**src/rtl/latch_bank_writer.sv**
```systemverilog
// latch_bank_writer
// Write sequencer for a bank of DEPTH x WIDTH high-transparent latch words
// whose RESET_B input clears them when low. Requests arrive on a
// valid/ready handshake. Each write produces registered, glitch-free D and
// GATE waveforms with separate setup, pulse and hold phases. A clear request
// pulls the shared RESET_B low for PULSE_CYC cycles.
//
// Ports:
//   clk            rising-edge clock
//   rst            asynchronous, active-high reset (clears the bank)
//   req_valid      write request valid
//   req_ready      high only while idle
//   req_addr       target latch word
//   req_data       data to write
//   clr_req        clear all latch words; sampled only while idle, and wins
//                  over req_valid in the same cycle
//   latch_d        shared D bus; changes only when a request is accepted
//   latch_gate     one-hot GATE lines
//   latch_reset_b  shared active-low RESET_B
//   done           one-cycle pulse when a write or clear completes
//
// Optional feature (macro LATCH_BANK_WRITER_VERIFY_EN):
//   latch_q        read-back of all words (word i at bits i*WIDTH +: WIDTH)
//   verify_err     sticky error flag. It is set by a read-back mismatch on
//                  the last HOLD cycle, or by a nonzero word when a clear
//                  completes. It is cleared by rst or by a clean clear.
module latch_bank_writer #(
    parameter int WIDTH     = 8,
    parameter int DEPTH     = 4,
    parameter int ADDR_W    = 2,
    parameter int SETUP_CYC = 1,
    parameter int PULSE_CYC = 1,
    parameter int HOLD_CYC  = 1
) (
    input  logic              clk,
    input  logic              rst,
    input  logic              req_valid,
    output logic              req_ready,
    input  logic [ADDR_W-1:0] req_addr,
    input  logic [WIDTH-1:0]  req_data,
    input  logic              clr_req,
    output logic [WIDTH-1:0]  latch_d,
    output logic [DEPTH-1:0]  latch_gate,
    output logic              latch_reset_b,
`ifdef LATCH_BANK_WRITER_VERIFY_EN
    input  logic [DEPTH*WIDTH-1:0] latch_q,
    output logic                   verify_err,
`endif
    output logic              done
);

    localparam int MAX_SP  = (SETUP_CYC > PULSE_CYC) ? SETUP_CYC : PULSE_CYC;
    localparam int MAX_CYC = (MAX_SP > HOLD_CYC) ? MAX_SP : HOLD_CYC;
    // The counter holds (phase length - 1), so it needs clog2(MAX_CYC) bits,
    // with a minimum of 1 bit.
    localparam int CNT_W   = (MAX_CYC > 1) ? $clog2(MAX_CYC) : 1;

    localparam logic [CNT_W-1:0] SETUP_LD = CNT_W'(SETUP_CYC - 1);
    localparam logic [CNT_W-1:0] PULSE_LD = CNT_W'(PULSE_CYC - 1);
    localparam logic [CNT_W-1:0] HOLD_LD  = CNT_W'(HOLD_CYC - 1);

    typedef enum logic [2:0] {
        IDLE  = 3'd0,
        SETUP = 3'd1,
        PULSE = 3'd2,
        HOLD  = 3'd3,
        CLEAR = 3'd4
    } state_t;

    state_t             state_r;
    state_t             state_s;
    logic [CNT_W-1:0]   cnt_r;
    logic [CNT_W-1:0]   cnt_s;
    logic               accept_s;
    logic               done_s;
    logic [ADDR_W-1:0]  addr_r;
    logic [DEPTH-1:0]   dec_s;

    // Next-state and phase-counter logic; the counter reloads on every state entry.
    always_comb begin
        state_s  = state_r;
        cnt_s    = cnt_r;
        accept_s = 1'b0;
        case (state_r)
            IDLE: begin
                if (clr_req) begin
                    state_s = CLEAR;
                    cnt_s   = PULSE_LD;
                end else if (req_valid) begin
                    accept_s = 1'b1;
                    state_s  = SETUP;
                    cnt_s    = SETUP_LD;
                end else begin
                    cnt_s = {CNT_W{1'b0}};
                end
            end
            SETUP: begin
                if (cnt_r == {CNT_W{1'b0}}) begin
                    state_s = PULSE;
                    cnt_s   = PULSE_LD;
                end else begin
                    cnt_s = cnt_r - CNT_W'(1);
                end
            end
            PULSE: begin
                if (cnt_r == {CNT_W{1'b0}}) begin
                    state_s = HOLD;
                    cnt_s   = HOLD_LD;
                end else begin
                    cnt_s = cnt_r - CNT_W'(1);
                end
            end
            HOLD, CLEAR: begin
                if (cnt_r == {CNT_W{1'b0}}) begin
                    state_s = IDLE;
                    cnt_s   = {CNT_W{1'b0}};
                end else begin
                    cnt_s = cnt_r - CNT_W'(1);
                end
            end
            default: begin
                state_s = IDLE;
                cnt_s   = {CNT_W{1'b0}};
            end
        endcase
    end

    // Completion pulse: leaving HOLD or CLEAR for IDLE.
    always_comb begin
        if (((state_r == HOLD) || (state_r == CLEAR)) && (state_s == IDLE)) begin
            done_s = 1'b1;
        end else begin
            done_s = 1'b0;
        end
    end

    // One-hot gate decode of the stored address; out-of-range addresses decode to no gate.
    always_comb begin
        dec_s = {DEPTH{1'b0}};
        for (int i = 0; i < DEPTH; i++) begin
            if (addr_r == ADDR_W'(i)) begin
                dec_s[i] = 1'b1;
            end else begin
                dec_s[i] = 1'b0;
            end
        end
    end

    // State register and registered latch-control outputs, derived from the next state.
    always_ff @(posedge clk or posedge rst) begin
        if (rst) begin
            state_r       <= IDLE;
            cnt_r         <= {CNT_W{1'b0}};
            addr_r        <= {ADDR_W{1'b0}};
            latch_d       <= {WIDTH{1'b0}};
            latch_gate    <= {DEPTH{1'b0}};
            latch_reset_b <= 1'b0;
            req_ready     <= 1'b0;
            done          <= 1'b0;
        end else begin
            state_r       <= state_s;
            cnt_r         <= cnt_s;
            if (accept_s) begin
                addr_r  <= req_addr;
                latch_d <= req_data;
            end
            latch_gate    <= (state_s == PULSE) ? dec_s : {DEPTH{1'b0}};
            latch_reset_b <= (state_s != CLEAR);
            req_ready     <= (state_s == IDLE);
            done          <= done_s;
        end
    end

`ifdef LATCH_BANK_WRITER_VERIFY_EN
    logic [WIDTH-1:0] sel_word_s;
    logic             in_range_s;

    // Select the read-back word for the stored address, if that address is in range.
    always_comb begin
        sel_word_s = {WIDTH{1'b0}};
        in_range_s = 1'b0;
        for (int i = 0; i < DEPTH; i++) begin
            if (addr_r == ADDR_W'(i)) begin
                sel_word_s = latch_q[i*WIDTH +: WIDTH];
                in_range_s = 1'b1;
            end else begin
                in_range_s = in_range_s;
            end
        end
    end

    // Sticky verify flag: set by a read-back mismatch, or re-evaluated when a clear completes.
    always_ff @(posedge clk or posedge rst) begin
        if (rst) begin
            verify_err <= 1'b0;
        end else if ((state_r == HOLD) && (state_s == IDLE)) begin
            if (in_range_s && (sel_word_s != latch_d)) begin
                verify_err <= 1'b1;
            end
        end else if ((state_r == CLEAR) && (state_s == IDLE)) begin
            verify_err <= |latch_q;
        end
    end
`endif

endmodule

```
**config.mk**
```make
export PLATFORM = sky130hd
export DESIGN_NAME = latch_bank_writer
export DESIGN_NICKNAME = d
export VERILOG_FILES = /design/src/rtl/latch_bank_writer.sv
export SDC_FILE = /design/constraint.sdc
export NUM_CORES = 1
export LEC_CHECK = 0
export CAP_MARGIN = 30
export CORE_MARGIN = 4
export CORE_UTILIZATION = 44
export DETAILED_ROUTE_END_ITERATION = 16
export PLACE_DENSITY = 0.84
export REMOVE_ABC_BUFFERS = 1
export SETUP_SLACK_MARGIN = 0.05
export SLEW_MARGIN = 40
export SYNTH_ARGS = -nofsm -noshare
export SYNTH_HDL_FRONTEND = slang
export SYNTH_SLANG_ARGS = --single-unit
```
**constraint.sdc**
```tcl
create_clock -name clk -period 4.61 [get_ports clk]
set_input_delay 0.6915 -clock clk [delete_from_list [all_inputs] [get_ports clk]]
set_output_delay 0.6915 -clock clk [all_outputs]
set_load 0.01 [all_outputs]
```
==> results summary <==
The count of endpoints failing hold in the final timing report is 0. The clock sink count came out at 20. The synthesized design spends more area on one cell type than any other, namely dfrtp_1. In the final layout, the multi-input gates occupy 224 um2. The path with the worst hold slack has its endpoint at latch_gate[2]. The post-layout worst setup margin is 2.63 ns. Along the worst path, the maximum fanout reaches 10. The number of port buffers came out at 28. The number of standard cells in the layout, taps in and fillers out came out at 98. The worst setup timing slack at the placement stage is 2.26 ns.

The count of warnings emitted by yosys came out at 0. The most critical setup path has its startpoint at clr_req. In this run the remaining antenna-violating nets after routing total 0. The highest achievable clock rate came out at 0.504 GHz. The worst-case vdd ir drop is 402 uV. The detailed router finished its first iteration with 7 violations. The total setup buffers inserted after CTS came out at 0.

The number of primary I/O pins is 29. The clock latency of the later-clocked register in the worst-skew pair is 0.29 ns. In this run the deepest clock path goes through 2 buffers. Counting instances, the worst hold path has a depth of 1.

Setup total negative slack on the finished layout was measured at 0 ns. The post-route cell area came out at 0.00109 mm2. Measured in cells, the most critical reg-to-reg path has a length of 2. The clock-pin slew on the worst setup and hold paths came out at 0.11 ns. Summing every instance area after synthesis gives 756 um2. For this run, design rule violations remaining after detail routing come to 0. The number of library cell types mapped by synthesis came out at 17. The number of gates resized after CTS came out at 0. The detail-routed net length per standard cell came out at 13.9 um. The most used flip-flop cell after synthesis is dfrtp_1. The clock skew after layout came out at 0.00538 ns. The initialized floorplan defines 14 standard-cell rows. The TritonCTS buffer count is 3.

The flow ran to the end, and the final reports show no timing, DRC or antenna violations. Buffers inserted to repair hold after CTS numbered 0. Setup repair after global routing left no endpoint under its margin.

For this run, asynchronously set or reset flops after synthesis account for 100%. The biggest cell delay along the critical path is 0.48 ns. The standby leakage power is 0.463 nW. The total number of nets in the final design is 97. The total count of max-transition violations in the final report came out at 0.

The signal on the critical path passes through clkdlybuf4s50_1 -> nand2b_1 -> nor4_4 -> mux2_2. The via count of the first global-routing pass is 547. The final clock period utilization by the worst path is 43.0%. The worst setup path is launched from a primary input.

The initial antenna violation count is 0. The largest individual stage delay along the critical path comes from the cell nor4_4. The area added between synthesis and finish came out at 44.0%. The buffering stage count on the worst path with inverters included is 1. Cells fill 69.8% of the core in the end. The share of post-route cells with drive strength above 1 is 18.3%. The average vias per placed instance is 5.05.

Sorting the synthesized cells by area gives the leading types as dfrtp_1, mux2_2, nor4_4. The synthesized design contains 20 register bits. The routed layout has 495 vias. For this run, the detailed router's first-pass iteration total came to 3. The total area inside the core boundary comes to 0.00156 mm2. After detailed placement, the total cell area comes to 0.00104 mm2.

The floorplan die width is 49.4 um. The first-pass GRT wire length is 2400 um. The total inserted antenna cells came out at 0.

The number of filler instances in the final layout came out at 110. For the pin with the worst max-slew slack, the measured transition is 0.699 ns. Counting every instance in the synthesized netlist gives 53. The final HPWL from detailed placement is 1030 um. At the worst endpoint, the required time is 4.80 ns.

The worst hold path begins at addr_r[0]. The number of cells in the design after placement is 94. The most common cell in the synthesized netlist is dfrtp_1.

The relative slew slack came out at 53.3%. Ranked by instance count, the synthesized netlist is headed by dfrtp_1, mux2_2, nand2_1. The TritonCTS clock tree is built. The final wirelength is 1370 um. The floorplan step defined a die boundary enclosing 0.00244 mm2. The initial core utilization came out at 48.5%. The endpoint identified for the worst register-to-register timing path is addr_r[0]. In this run the power density over the cells is 646 mW/mm2.

Among cell families on the critical path, the largest total delay comes from simple AND/OR/NAND/NOR gates. The share of synthesized area occupied by flip-flops and latches came out at 66.2%. The die extent in y is 49.4 um. After global routing the overflow that remains totals 0. The startpoint identified for the worst register-to-register timing path is state_r[2]. Counting flops with a built-in enable in the synthesized netlist gives 0. The tree is rooted in a clkbuf_4. The mean area per synthesized cell is 14.3 um2. The global placer's final weighted congestion is 0.749. The worst setup path is captured at a flip-flop. Across every metal layer, demand over resource in global routing totals 13.0%.

Entering global routing, the biggest net connects 21 pins. Registers take 500 um2. The max-capacitance violation count came out at 0. The class of the tightest hold or removal check is flip-flop to flip-flop. The number of setup violations in the final report came out at 0. The setup slack of the worst register-to-register path came out at 2.99 ns.

The clock period minus worst slack is 1.98 ns. The number of levels the H-tree was split into came out at 1. The synthesized design devotes to its leading area cell type 66.2% of total area. The critical path data arrival time came out at 2.17 ns. The startpoint-to-endpoint class of the critical path is primary input to flip-flop.
[flip-flops by register name, indices dropped and copies added (netlist names)]
name,count
addr_r,2
done,1
latch_d,8
latch_gate,4
latch_reset_b,1
req_ready,1
state_r,3
[power by group]
part           total (W)  switching (W)  leakage, nW  internal [W]
combinational   0.000256      0.0000948        0.188      0.000161
clock           0.000140      0.0000520       0.0279     0.0000878
sequential      0.000307      0.0000580        0.248      0.000249
[worst max-delay path by stage]
| stage | endpoint | slack (ns) | cells past startpoint |
|---|---|---|---|
| after global routing | latch_d[7] | 2.50 | 4 |
| after global placement | latch_d[2] | 2.30 | 4 |
| after CTS | addr_r[0] | 2.59 | 4 |
| final | addr_r[0] | 2.63 | 4 |
| after detailed placement | addr_r[0] | 2.26 | 4 |
| after floorplan | addr_r[0] | 2.84 | 3 |
[cell type report]
class | instances | share of cell area, %
Tap cell | 16 | 1.84
Timing Repair Buffer | 28 | 25.7
Clock buffer | 3 | 2.07
Clock inverter | 1 | 2.76
Multi-Input combinational cell | 27 | 20.6
Sequential cell | 20 | 46.0
Inverter | 3 | 1.03
[logic make-up (layout without fill, tap and decap cells)]
kind of cell,after synthesis,after routing,share of synthesized area [%]
AO/OA/AOI/OAI,2,2,1.82
flip-flops,20,20,66.2
multiplexers,10,10,14.9
XOR/XNOR,1,1,1.16
buffers and inverters,6,35,4.14
AND/OR/NAND/NOR,14,14,11.8
[layer usage]
| layer | part of all wire [%] | vias up | GRT usage (%) |
|---|---|---|---|
| met5 | 0 | - | 0 |
| met4 | 1.4 | 0 | 5.53 |
| met3 | 4.8 | 2 | 2.45 |
| met2 | 52 | 19 | 22.5 |
| met1 | 41 | 242 | 15.6 |
| li1 | - | 232 | - |
[through the flow]
stage          power, W  hold WS, ns
2_1_floorplan  0.000425        0.451
3_3_place_gp   0.000558        0.475
3_5_place_dp   0.000568        0.479
4_1_cts        0.000710        0.497
5_1_grt        0.000750        0.535
6_report       0.000703        0.495
[placed cells by master, fill, tap and decap left out, drive strengths merged]
| cell type | instances |
|---|---|
| a211oi | 1 |
| and3 | 1 |
| bufinv | 1 |
| clkbuf | 3 |
| clkdlybuf4s50 | 28 |
| dfrtp | 20 |
| inv | 3 |
| mux2 | 10 |
| nand2 | 4 |
| nand2b | 1 |
| nor2 | 3 |
| nor3 | 1 |
| nor3b | 2 |
| nor4 | 1 |
| nor4b | 1 |
| o22ai | 1 |
| xnor2 | 1 |
(Power assumes the default switching activity.)
==> patch 1 (config.mk and constraints unchanged) <==
The parameter `DEPTH` goes from 4 to 2.
--- a/src/rtl/latch_bank_writer.sv
+++ b/src/rtl/latch_bank_writer.sv
@@ -26,7 +26,7 @@
 //                  completes. It is cleared by rst or by a clean clear.
 module latch_bank_writer #(
     parameter int WIDTH     = 8,
-    parameter int DEPTH     = 4,
+    parameter int DEPTH     = 2,
     parameter int ADDR_W    = 2,
     parameter int SETUP_CYC = 1,
     parameter int PULSE_CYC = 1,
Interface: changed (resized latch_gate); port bits go from 29 to 27. The function was not compared with the original's and may differ.
==> patch 1 against the original RTL <==
Critical path type is now flop to output port. Final cell count down 6.1%. Fmax up 4.3%. Final area down 4.0%. Routed wire length down 0.15%. Setup slack better by 0.082 ns. Clock power down 32%. Sequential cell count down 2. Sequential power down 7.5%. Die area down 1.8%. Hold slack worse by 0.018 ns. Area after synthesis down 2.2%. Total power down 5.7%. Largest power group unchanged. Via count down 5.5%.
==> patch 1: results (changes against the original RTL) <==
[yosys]
syn_inst=47  ; -11%
ys_top_cells_by_count=dfrtp_1, mux2_4, inv_1, nor2_1
synth_area_per_cell_um2=15.7  ; +10%
synth-compound-area-share_pct=1.86  ; +0.040 points
muxShareOfSynthArea_pct=21.7  ; +6.8 points

[pwr]
leakagePower_nw=0.486  ; +4.9%
combPwrFrac_pct=42.8  ; +6.3 points
p_clk_share_pct=14.3  ; -5.6 points
peakVddDrop_mv=0.350  ; -13%

[placed_design]
place_congestion=0.661  ; -12%
place_area_um2=1010  ; -2.7%
hpwl_mm=1.04  ; +0.87%

[outcome]
outcome=finished clean

[finish]
drive_gt1_share_pct=22.4  ; +4.1 points
clock_area_share_pct=3.47  ; -1.4 points
nets=91  ; -6.2%
area_share_nonclk_buffers_pct=24.9  ; -0.84 points
multiInputCombCellCount=25  ; -7.4%
nFillCells=125  ; +14%

[drt]
routed-wl-met3_um=47  ; -29%
viasPerCell=5.09  ; +0.71%
wl_per_cell_um=14.8  ; +6.4%
met1_length_um=538  ; -4.9%

[critical_path]
crit_slowest_cell=clkdlybuf4s50_1
crit_family=buffers and inverters

[grt]
grt_pass1_vias=489  ; -11%

[timing]
skew_ns=0.00340  ; -0.00198 ns

[clocking]
cts.sink_count=18  ; -10%

-- patch 1: changes by cell type in the layout (fill, tap and decap cells not counted), moves of 2 or more --
cell | unedited run | this run
mux2_2 | 10 | 0
mux2_4 | 0 | 10
nand2_1 | 4 | 1
clkdlybuf4s50_1 | 28 | 26
dfrtp_1 | 20 | 18
nor3b_1 | 2 | 0
-- patch 1: final timing paths --
path / startpoint / to / slack (ns) / cells past startpoint
max reg2reg: state_r[2]$_DFF_PP0_ / latch_d[0]$_DFFE_PP0P_ / 3.21 / 3
min: addr_r[0]$_DFFE_PP0P_ / latch_gate[0]$_DFF_PP0_ / 0.48 / 1
min reg2reg: addr_r[0]$_DFFE_PP0P_ / latch_gate[0]$_DFF_PP0_ / 0.48 / 1
max in group asynchronous: rst / done$_DFF_PP0_ / 3.41 / 2
max: latch_d[0]$_DFFE_PP0P_ / latch_d[0] / 2.71 / 1
min in group asynchronous: rst / addr_r[0]$_DFFE_PP0P_ / 0.78 / 2
==> patch 2 (config.mk and constraints unchanged) <==
Made on the original files. The 5 states of `state_t` get a one-hot encoding in 5 bits.
--- a/src/rtl/latch_bank_writer.sv
+++ b/src/rtl/latch_bank_writer.sv
@@ -59,12 +59,12 @@
     localparam logic [CNT_W-1:0] PULSE_LD = CNT_W'(PULSE_CYC - 1);
     localparam logic [CNT_W-1:0] HOLD_LD  = CNT_W'(HOLD_CYC - 1);
 
-    typedef enum logic [2:0] {
-        IDLE  = 3'd0,
-        SETUP = 3'd1,
-        PULSE = 3'd2,
-        HOLD  = 3'd3,
-        CLEAR = 3'd4
+    typedef enum logic [4:0] {
+        IDLE  = 5'b00001,
+        SETUP = 5'b00010,
+        PULSE = 5'b00100,
+        HOLD  = 5'b01000,
+        CLEAR = 5'b10000
     } state_t;
 
     state_t             state_r;
Check against the original RTL: same outputs for any inputs over 10 cycles, from zero or initial values and one cycle with rst high; not proved beyond that.
==> patch 2 against the original RTL <==
Hold slack improved by 0.019 ns. Final cell count grew 14%. Total power grew 3.1%. Routed wire length increased by 16%. Final area increased by 12%. Sequential cell count rose by 2. Highest routed layer unchanged. Clock skew is 0.0027 ns lower. Setup slack improved by 0.062 ns. Combinational power increased by 6%. Utilization shrank 1.6 points. Area after synthesis increased by 14%. Register-to-register slack lost 0.13 ns. Die area rose by 12%.
==> patch 2: results (changes against the original RTL) <==
[critical_path]
r2r_slack_ns=2.86  ; -0.13 ns
path_max_fanout=2  ; -8
crit_slowest_cell=clkdlybuf4s50_1
crit_path_end=latch_d[7]
critPathMaxStageDelay_ns=0.55  ; +0.07 ns
crit_family=buffers and inverters
r2r-start=state_r[0]$_DFF_PP1_
startpoint=latch_d[7]$_DFFE_PP0P_
arrival_ns=1.23  ; -0.94 ns
reg2reg_to=latch_d[3]$_DFFE_PP0P_
worstRegToRegCells=3  ; +1

[placed_design]
place_congestion=0.660  ; -12%
hpwl_mm=1.21  ; +18%

[yosys]
yosys.cell_types.count=21  ; +4
synth-compound-area-share_pct=3.48  ; +1.7 points
ys_top_cells_by_count=dfrtp_1, mux2_4, inv_1
synth-xor-area-share_pct=1.01  ; -0.14 points
muxShareOfSynthArea_pct=17.0  ; +2.1 points
synth.top_cells.by_area=dfrtp_1, mux2_4, dfstp_2, o311ai_0, nor3_4

[grt]
grt_pass1_wl_mm=2.52  ; +4.9%
globalRouteTotalUtil_pct=12.6  ; -0.41 points
grt_max_degree=23  ; +9.5%
grt_pass1_vias=512  ; -6.4%

[finish]
nets=102  ; +5.2%
n_antenna_cell=0  ; unchanged
nFillCells=133  ; +21%
reg.largest.list=latch_d (8), state_r (5), latch_gate (4)
drive_gt1_share_pct=20.7  ; +2.4 points

[pwr]
leakagePower_nw=0.573  ; +24%
peakVddDrop_mv=0.335  ; -17%

[drt]
dr.pass1.iters=4  ; +1
vias=536  ; +8.3%
wl_per_cell_um=14.1  ; +1.5%

[min_path]
min_path_type=flop to flop

[timing]
relSlewSlack_pct=67.9  ; +15 points
skew_ns=0.00265  ; -0.00273 ns

[outcome]
outcome=finished clean

## patch 2: cells by family (layout without fill, tap and decap cells)
kind of cell    count (synthesis)  in the layout
mux                            10             10
simple gates                   14             14
compound gates                  4              4
buf+inv                         5             36
xor+xnor                        1              1
flops                          22             22
## patch 2: power breakdown
part / switching (mW) / internal [mW] / total [mW]
sequential: 0.0475 / 0.262 / 0.309
combinational: 0.0955 / 0.177 / 0.272
clock: 0.0549 / 0.0878 / 0.143
## patch 2: worst min path at each step
stage                           startpoint                       to  slack [ns]  cells past startpoint
floorplan             state_r[1]$_DFF_PP0_           done$_DFF_PP0_        0.45                      1
global placement      state_r[1]$_DFF_PP0_           done$_DFF_PP0_        0.48                      1
detailed placement  latch_d[1]$_DFFE_PP0P_   latch_d[1]$_DFFE_PP0P_        0.49                      1
CTS                  addr_r[1]$_DFFE_PP0P_  latch_gate[1]$_DFF_PP0_        0.51                      1
global route         addr_r[0]$_DFFE_PP0P_  latch_gate[2]$_DFF_PP0_        0.53                      1
finish               addr_r[1]$_DFFE_PP0P_  latch_gate[1]$_DFF_PP0_        0.51                      1
## patch 2: metrics by stage
step / area (um^2) / utilization, % / std cells / hold slack, ns / worst slack, ns
floorplan: 852 / - / 55 / 0.453 / 2.97
global placement: 1160 / 65.3 / 108 / 0.483 / 2.41
detailed placement: 1160 / 65.3 / 108 / 0.494 / 2.36
CTS: 1220 / 68.2 / 112 / 0.515 / 2.68
global route: 1220 / 68.2 / 112 / 0.534 / 2.61
finish: 1220 / 68.2 / 112 / 0.514 / 2.69
## patch 2: layer usage
layer | wire (um) | track usage, % | vias up | part of all wire (%)
met2 | 843 | 20.7 | 13 | 53
met1 | 660 | 16.1 | 261 | 42
met3 | 48 | 1.71 | 4 | 3.0
met4 | 32 | 6.38 | 0 | 2.0
li1 | - | - | 258 | -
met5 | 0 | 0 | - | 0
## patch 2: area by class of cell
class | count | area (um^2) | area share [%]
sequential | 22 | 552 | 45.4
clock buffer | 3 | 22.5 | 1.85
multi-input combinational | 29 | 285 | 23.5
tap | 25 | 31.3 | 2.57
clock inverter | 1 | 30.0 | 2.47
inverter | 4 | 15.0 | 1.23
timing repair buffer | 28 | 280 | 23.0
